`config.mk`:
```
export PLATFORM = sky130hd
export DESIGN_NAME = reset_sequencer
export DESIGN_NICKNAME = d
export VERILOG_FILES = /design/src/rtl/reset_sequencer.sv
export SDC_FILE = /design/constraint.sdc
export NUM_CORES = 1
export LEC_CHECK = 0
export CORE_MARGIN = 3
export CORE_UTILIZATION = 54
export CTS_CLUSTER_SIZE = 24
export DETAILED_ROUTE_END_ITERATION = 10
export PLACE_DENSITY = 0.87
export SLEW_MARGIN = 0
export SYNTH_ARGS = -nofsm -noshare
export SYNTH_HDL_FRONTEND = slang
export SYNTH_SLANG_ARGS = --single-unit
```
`constraint.sdc`:
```
create_clock -name clk -period 2.3 [get_ports clk]
set_input_delay 0.23 -clock clk [delete_from_list [all_inputs] [get_ports clk]]
set_output_delay 0.23 -clock clk [all_outputs]
set_load 0.03 [all_outputs]
```
`src/rtl/reset_sequencer.sv`:
```
// Ordered reset release for NUM_DOMAINS downstream domains with ack handshake and guard gaps.
// Optional acknowledge watchdog enabled by defining RESET_SEQ_TIMEOUT_EN.
module reset_sequencer #(
    parameter int unsigned NUM_DOMAINS    = 4,
    parameter int unsigned HOLD_CYCLES    = 16,
    parameter int unsigned GAP_CYCLES     = 8,
    parameter int unsigned TIMEOUT_CYCLES = 1024
) (
    input  logic                                                 clk,
    input  logic                                                 reset,
    input  logic                                                 sw_reset_req,
    input  logic [NUM_DOMAINS-1:0]                               domain_ack,
    output logic [NUM_DOMAINS-1:0]                               domain_reset,
    output logic                                                 all_ready,
    output logic                                                 busy,
    output logic                                                 fault,
    output logic [((NUM_DOMAINS > 2) ? $clog2(NUM_DOMAINS) : 1)-1:0] fault_domain
);

    localparam int unsigned IdxW   = (NUM_DOMAINS > 2) ? $clog2(NUM_DOMAINS) : 1;
    localparam int unsigned MaxHg  = (HOLD_CYCLES > GAP_CYCLES) ? HOLD_CYCLES : GAP_CYCLES;
    localparam int unsigned MaxCnt = (MaxHg > TIMEOUT_CYCLES) ? MaxHg : TIMEOUT_CYCLES;
    localparam int unsigned CntW   = (MaxCnt > 1) ? $clog2(MaxCnt) : 1;
    localparam logic [IdxW-1:0] LastIdx = IdxW'(NUM_DOMAINS - 1);

`ifdef RESET_SEQ_TIMEOUT_EN
    typedef enum logic [2:0] {StHold, StWaitAck, StGap, StDone, StFault} state_e;
`else
    typedef enum logic [1:0] {StHold, StWaitAck, StGap, StDone} state_e;
`endif

    state_e                 state_q, state_d;
    logic [CntW-1:0]        cnt_q, cnt_d;
    logic [IdxW-1:0]        idx_q, idx_d, idx_next;
    logic [NUM_DOMAINS-1:0] dom_rst_q, dom_rst_d;
    logic                   all_ready_q, all_ready_d;
    logic                   busy_q, busy_d;
`ifdef RESET_SEQ_TIMEOUT_EN
    logic                   fault_q, fault_d;
    logic [IdxW-1:0]        fault_idx_q, fault_idx_d;
`endif

    always_comb begin
        state_d     = state_q;
        cnt_d       = cnt_q;
        idx_d       = idx_q;
        idx_next    = idx_q + IdxW'(1);
        dom_rst_d   = dom_rst_q;
        all_ready_d = all_ready_q;
        busy_d      = busy_q;
`ifdef RESET_SEQ_TIMEOUT_EN
        fault_d     = fault_q;
        fault_idx_d = fault_idx_q;
`endif
        if (sw_reset_req) begin
            state_d     = StHold;
            cnt_d       = '0;
            idx_d       = '0;
            dom_rst_d   = '1;
            all_ready_d = 1'b0;
            busy_d      = 1'b1;
`ifdef RESET_SEQ_TIMEOUT_EN
            fault_d     = 1'b0;
`endif
        end else begin
            unique case (state_q)
                StHold: begin
                    if (cnt_q == CntW'(HOLD_CYCLES - 1)) begin
                        dom_rst_d[0] = 1'b0;
                        cnt_d        = '0;
                        state_d      = StWaitAck;
                    end else begin
                        cnt_d = cnt_q + CntW'(1);
                    end
                end
                StWaitAck: begin
                    if (domain_ack[idx_q]) begin
                        if (idx_q == LastIdx) begin
                            state_d     = StDone;
                            all_ready_d = 1'b1;
                            busy_d      = 1'b0;
                        end else begin
                            state_d = StGap;
                            cnt_d   = '0;
                        end
                    end else begin
`ifdef RESET_SEQ_TIMEOUT_EN
                        // Ack on the timeout edge itself is taken above and wins.
                        if (cnt_q == CntW'(TIMEOUT_CYCLES - 1)) begin
                            state_d     = StFault;
                            fault_d     = 1'b1;
                            fault_idx_d = idx_q;
                            dom_rst_d   = '1;
                            busy_d      = 1'b0;
                            all_ready_d = 1'b0;
                        end else
`endif
                        cnt_d = cnt_q + CntW'(1);
                    end
                end
                StGap: begin
                    if (cnt_q == CntW'(GAP_CYCLES - 1)) begin
                        idx_d               = idx_next;
                        dom_rst_d[idx_next] = 1'b0;
                        cnt_d               = '0;
                        state_d             = StWaitAck;
                    end else begin
                        cnt_d = cnt_q + CntW'(1);
                    end
                end
                StDone: begin
                end
`ifdef RESET_SEQ_TIMEOUT_EN
                StFault: begin
                end
`endif
                default: state_d = StHold;
            endcase
        end
    end

    always_ff @(posedge clk) begin
        if (reset) begin
            state_q     <= StHold;
            cnt_q       <= '0;
            idx_q       <= '0;
            dom_rst_q   <= '1;
            all_ready_q <= 1'b0;
            busy_q      <= 1'b1;
`ifdef RESET_SEQ_TIMEOUT_EN
            fault_q     <= 1'b0;
            fault_idx_q <= '0;
`endif
        end else begin
            state_q     <= state_d;
            cnt_q       <= cnt_d;
            idx_q       <= idx_d;
            dom_rst_q   <= dom_rst_d;
            all_ready_q <= all_ready_d;
            busy_q      <= busy_d;
`ifdef RESET_SEQ_TIMEOUT_EN
            fault_q     <= fault_d;
            fault_idx_q <= fault_idx_d;
`endif
        end
    end

    assign domain_reset = dom_rst_q;
    assign all_ready    = all_ready_q;
    assign busy         = busy_q;
`ifdef RESET_SEQ_TIMEOUT_EN
    assign fault        = fault_q;
    assign fault_domain = fault_idx_q;
`else
    assign fault        = 1'b0;
    assign fault_domain = '0;
`endif

endmodule

```
After elaboration in Yosys (flattened, before gate mapping) --
Index checks and enable logic that the tools add are counted.
Storage, ports and cells: register bits 20, bits of input ports 7, output and inout port bits 9
Operators by class: $add $sub $neg 2, $lt $le $gt $ge 3, equality and inequality tests 9, mux-type cells 17, bitwise logic cells 2, reduce and logical (&&, ||, !) cells 10
Operators with widths (number):
- $mux W10 | 4
- $pmux W10 S3 | 1
- $add A10 B1 Y10 const B | 1
- $eq A10 B3 Y1 const B | 1
- $eq A10 B4 Y1 const B | 1
- $lt A2 B3 Y1 const B | 2
- $mux W2 | 3
- $ne A2 B2 Y1 const B | 3
- $pmux W2 S3 | 1
- $reduce_and A3 Y1 | 2
- $mux W1 | 5
- $and A4 B4 Y4 | 1
- $eq A2 B2 Y1 const B | 2
- $not A4 Y4 | 1
- $reduce_and A2 Y1 | 2
- $reduce_and A4 Y1 | 1
- $ne A3 B3 Y1 const B | 1
- $reduce_bool A3 Y1 | 1
- $add A2 B1 Y2 const B | 1
- $bmux W1 S2 | 1
- $demux W1 S2 | 1
- $eq A2 B1 Y1 const B | 1
- $ge A2 B1 Y1 const B | 1
- $logic_not A2 Y1 | 1
- other kinds (4) | 4

Depth between registers and ports, before layout --
depth after elaboration 9, mapped depth 7

Worst setup path before layout --
Ideal clock, no wire load.
path type reg-to-reg, start point reg cnt_q[0], end point reg cnt_q[5], data arrival time 1808 ps, required time 2167 ps, slack 360 ps, cell stages (with the launch flop) 8, buffers on the path 1, path through dfxtp_1 ha_1 or4bb_1 nor4b_2 a31oi_4 buf_6 nand3_1 a31oi_1
Between the ends: cells in the longest elaborated chain, start to end 3, elaborated cells on any way between the ends 7, classes of those cells add/sub (1); eq/ne (2); mux (4)
RTL lines:
- from (decl) | line 33 | logic [CntW-1:0] cnt_q, cnt_d;
- from (signal assigned) | line 136 | cnt_q <= cnt_d;
- $add A10 B1 Y10 (tied with other cells) | line 73, 98, 108
- $mux W10, on equally long branches | line 102, 68, 77
- $pmux W10 S3 * | line 66 | unique case (state_q)
Every way passes the cells marked *; elsewhere a longest branch is shown, timed or not. A chain may end at the register's enable or synchronous reset.

Worst setup path in the final report --
start point reg cnt_q[0], end point reg cnt_q[8]
Same word-level chain as after synthesis.

==> results.txt <==
status = finished, final reports clean
Nets = 169
critical path type = reg2reg
Inst Count DP = 174
die area = 2910 sq um
Main synth FF type = dfxtp_1
setup violators final = 0
GRT overflow = 0
post-cts resize count = 0
clock power share = 43.3%
count of final hold-check violations = 0
Peak VDD IR = 0.428 mV
synthesis-to-finish area growth = 14.2%
TritonCTS clock tree = done
Crit Path Max Fanout = 8
Multi-input gate area = 767 sq um
switching part of the total = 19.6%
leakage power = 0.519 nW
hold buffer count at cts = 0
Post-Layout Cell Count = 178
RSZ-0062 raised after global routing = no
Ports = 16
Max Fclk = 462 MHz
routed vias = 1053
setup repair bufs after CTS = 0
FF+latch count, synth = 20
gr usage total = 20.0%
Worst setup SP type = register
n_diodes = 0
dpl hpwl = 1810 um
Initial Utilization = 60.3%
max-slew violations = 0
Synth Instances = 140
Fin Clk Skew = 11.7 ps
PwrDens = 472 nW/um^2
Synth top cells by count = 21 x nand2_1, 20 x dfxtp_1, 10 x ha_1
syn_area_per_cell = 8.88 sq um
yosys warns = 0
Clock Pin Slew Worst Setup and Hold Paths = 120 ps
TritonCTS buffer count = 3
vias in the first global route = 970
Tightest Pin Transition = 511 ps
PortBufs = 12
Post-Route WL = 2510 um
clock period minus worst slack = 2160 ps
logic gate share of total power = 4.5%
net switching power = 132 uW
Initial DRC Count = 26
post-route DRC violation count = 0
kind of end point of the critical path = register
EDFF count, synth = 0
CP required = 2500 ps
root buf cell = clkbuf_4
register share of total power = 52.2%
Post-synth ARST share = 0%
Pre-antenna DRT Iters = 4
Synth Cell Area = 1240 sq um
CP Data Arrival Time = 2370 ps
worst hold-check path type = reg2reg
Die X = 54.0 um
sequential-to-total area share from yosys stat = 32.2%
Overall Power = 670 uW
H-tree depth = 1
wire per inst = 14.1 um
fillers = 166
Clock Latency Late Sink = 310 ps
GPL Wtd Cong = 0.849
chip height = 54.0 um
area share of the largest cell type after synthesis = 32.2%
internal power = 538 uW
fin crit share = 94.1%
Yosys top cell by area = dfxtp_1
largest net degree at the start of global routing = 18
share of layout cells above drive strength 1 = 12.6%
Vias/cell = 5.92
initial antenna violation count = 0
Unique masters post-synth = 46
post-route ant nets = 0
max cap viols = 0
Core Region = 2060 sq um
relative slew slack = 65.9%
Synth area leaders = dfxtp_1 32%, ha_1 10%, nand2_1 6.3%, a31oi_1 4.0%, nand3_1 3.6%
CTS Buffer Depth = 2
CTS Sinks = 20
Reg area = 400 sq um
setup tns final = 0 ps
top-count cell post-synth = nand2_1
first-pass GRT wire length = 4180 um
# rows = 16
==> stage by stage <==
stage / area, sq um / setup WS (ps) / utilization (%) / hold WS, ps
after global placement: 1370 / 237 / 66.3 / 437
after CTS: 1420 / 138 / 68.9 / 474
after detailed placement: 1370 / 162 / 66.3 / 447
after global routing: 1420 / 3.81 / 68.9 / 489
after floorplan: 1250 / 360 / - / 338
final: 1420 / 136 / 68.9 / 470
==> layout by cell type (no fill, tap or decap), drive strengths merged, types with 2 or more instances in the layout <==
cell type / synthesis / routed
nand2: 21 / 21
dfxtp: 20 / 20
clkdlybuf4s50: 0 / 12
ha: 10 / 10
nand3: 10 / 10
a31oi: 9 / 9
nor2: 8 / 8
inv: 7 / 7
nor3: 6 / 6
a21oi: 4 / 4
a21o: 4 / 4
o21ai: 4 / 4
and3: 3 / 3
conb: 1 / 3
clkbuf: 1 / 3
nor4: 2 / 2
mux2i: 2 / 2
a311oi: 2 / 2
nand2b: 2 / 2
nor4b: 2 / 2
==> layer usage <==
metal  wire [um]  global-route usage [%]
met1        1120                    23.9
met2        1220                    32.5
met3         107                    6.37
met4          61                    9.13
met5           0                       0
==> power by group through the flow <==
stage / Sequential, mW / Clock [mW] / Combinational, mW
detailed placement: 0.358 / 0 / 0.0303
floorplan: 0.357 / 0 / 0.0220
CTS: 0.350 / 0.298 / 0.0305
global route: 0.350 / 0.317 / 0.0328
global placement: 0.357 / 0 / 0.0298
finish: 0.350 / 0.290 / 0.0304
==> sequential cells by signal, summed over array words and instances (netlist names) <==
signal and cells:
all_ready 1, busy 1, cnt_q 10, domain_reset 4, idx_q 2, state_q 2
==> cell families after synthesis <==
| group | share of synthesized area (%) |
|---|---|
| AND/OR/NAND/NOR | 28.4 |
| AO/OA/AOI/OAI | 18.2 |
| other | 0.302 |
| buffers and inverters | 6.74 |
| multiplexers | 3.42 |
| adder cells (fa/ha/maj) | 10.1 |
| flip-flops | 32.2 |
| XOR/XNOR | 0.704 |
==> final cells by class <==
type / instances / area share (%)
multi-input combinational: 107 / 54.0
clock inverter: 1 / 2.11
inverter: 7 / 1.85
clock buffer: 3 / 1.59
tap: 27 / 2.38
sequential: 20 / 28.2
timing repair buffer: 13 / 9.87
==> worst max-delay path, cell delays in order, from the launching register on <==
cell and delay, ps:
dfxtp_1 400, ha_1 260, or4bb_1 570, nor4b_2 370, a31oi_4 110, buf_12 170
o211ai_1 70, a31oi_1 100
==> path summary, 6_finish.rpt <==
check / from / to / slack, ps / cells past startpoint
worst max-delay path: cnt_q[0]$_SDFFE_PP0P_ / cnt_q[8]$_SDFFE_PP0P_ / 140 / 7
worst min-delay path: domain_reset[2]$_SDFFE_PP1P_ / domain_reset[2]$_SDFFE_PP1P_ / 470 / 1
worst max register to register: cnt_q[0]$_SDFFE_PP0P_ / cnt_q[8]$_SDFFE_PP0P_ / 140 / 7
worst min register to register: domain_reset[2]$_SDFFE_PP1P_ / domain_reset[2]$_SDFFE_PP1P_ / 470 / 1
No activity file was read; power rests on OpenSTA's default activity.
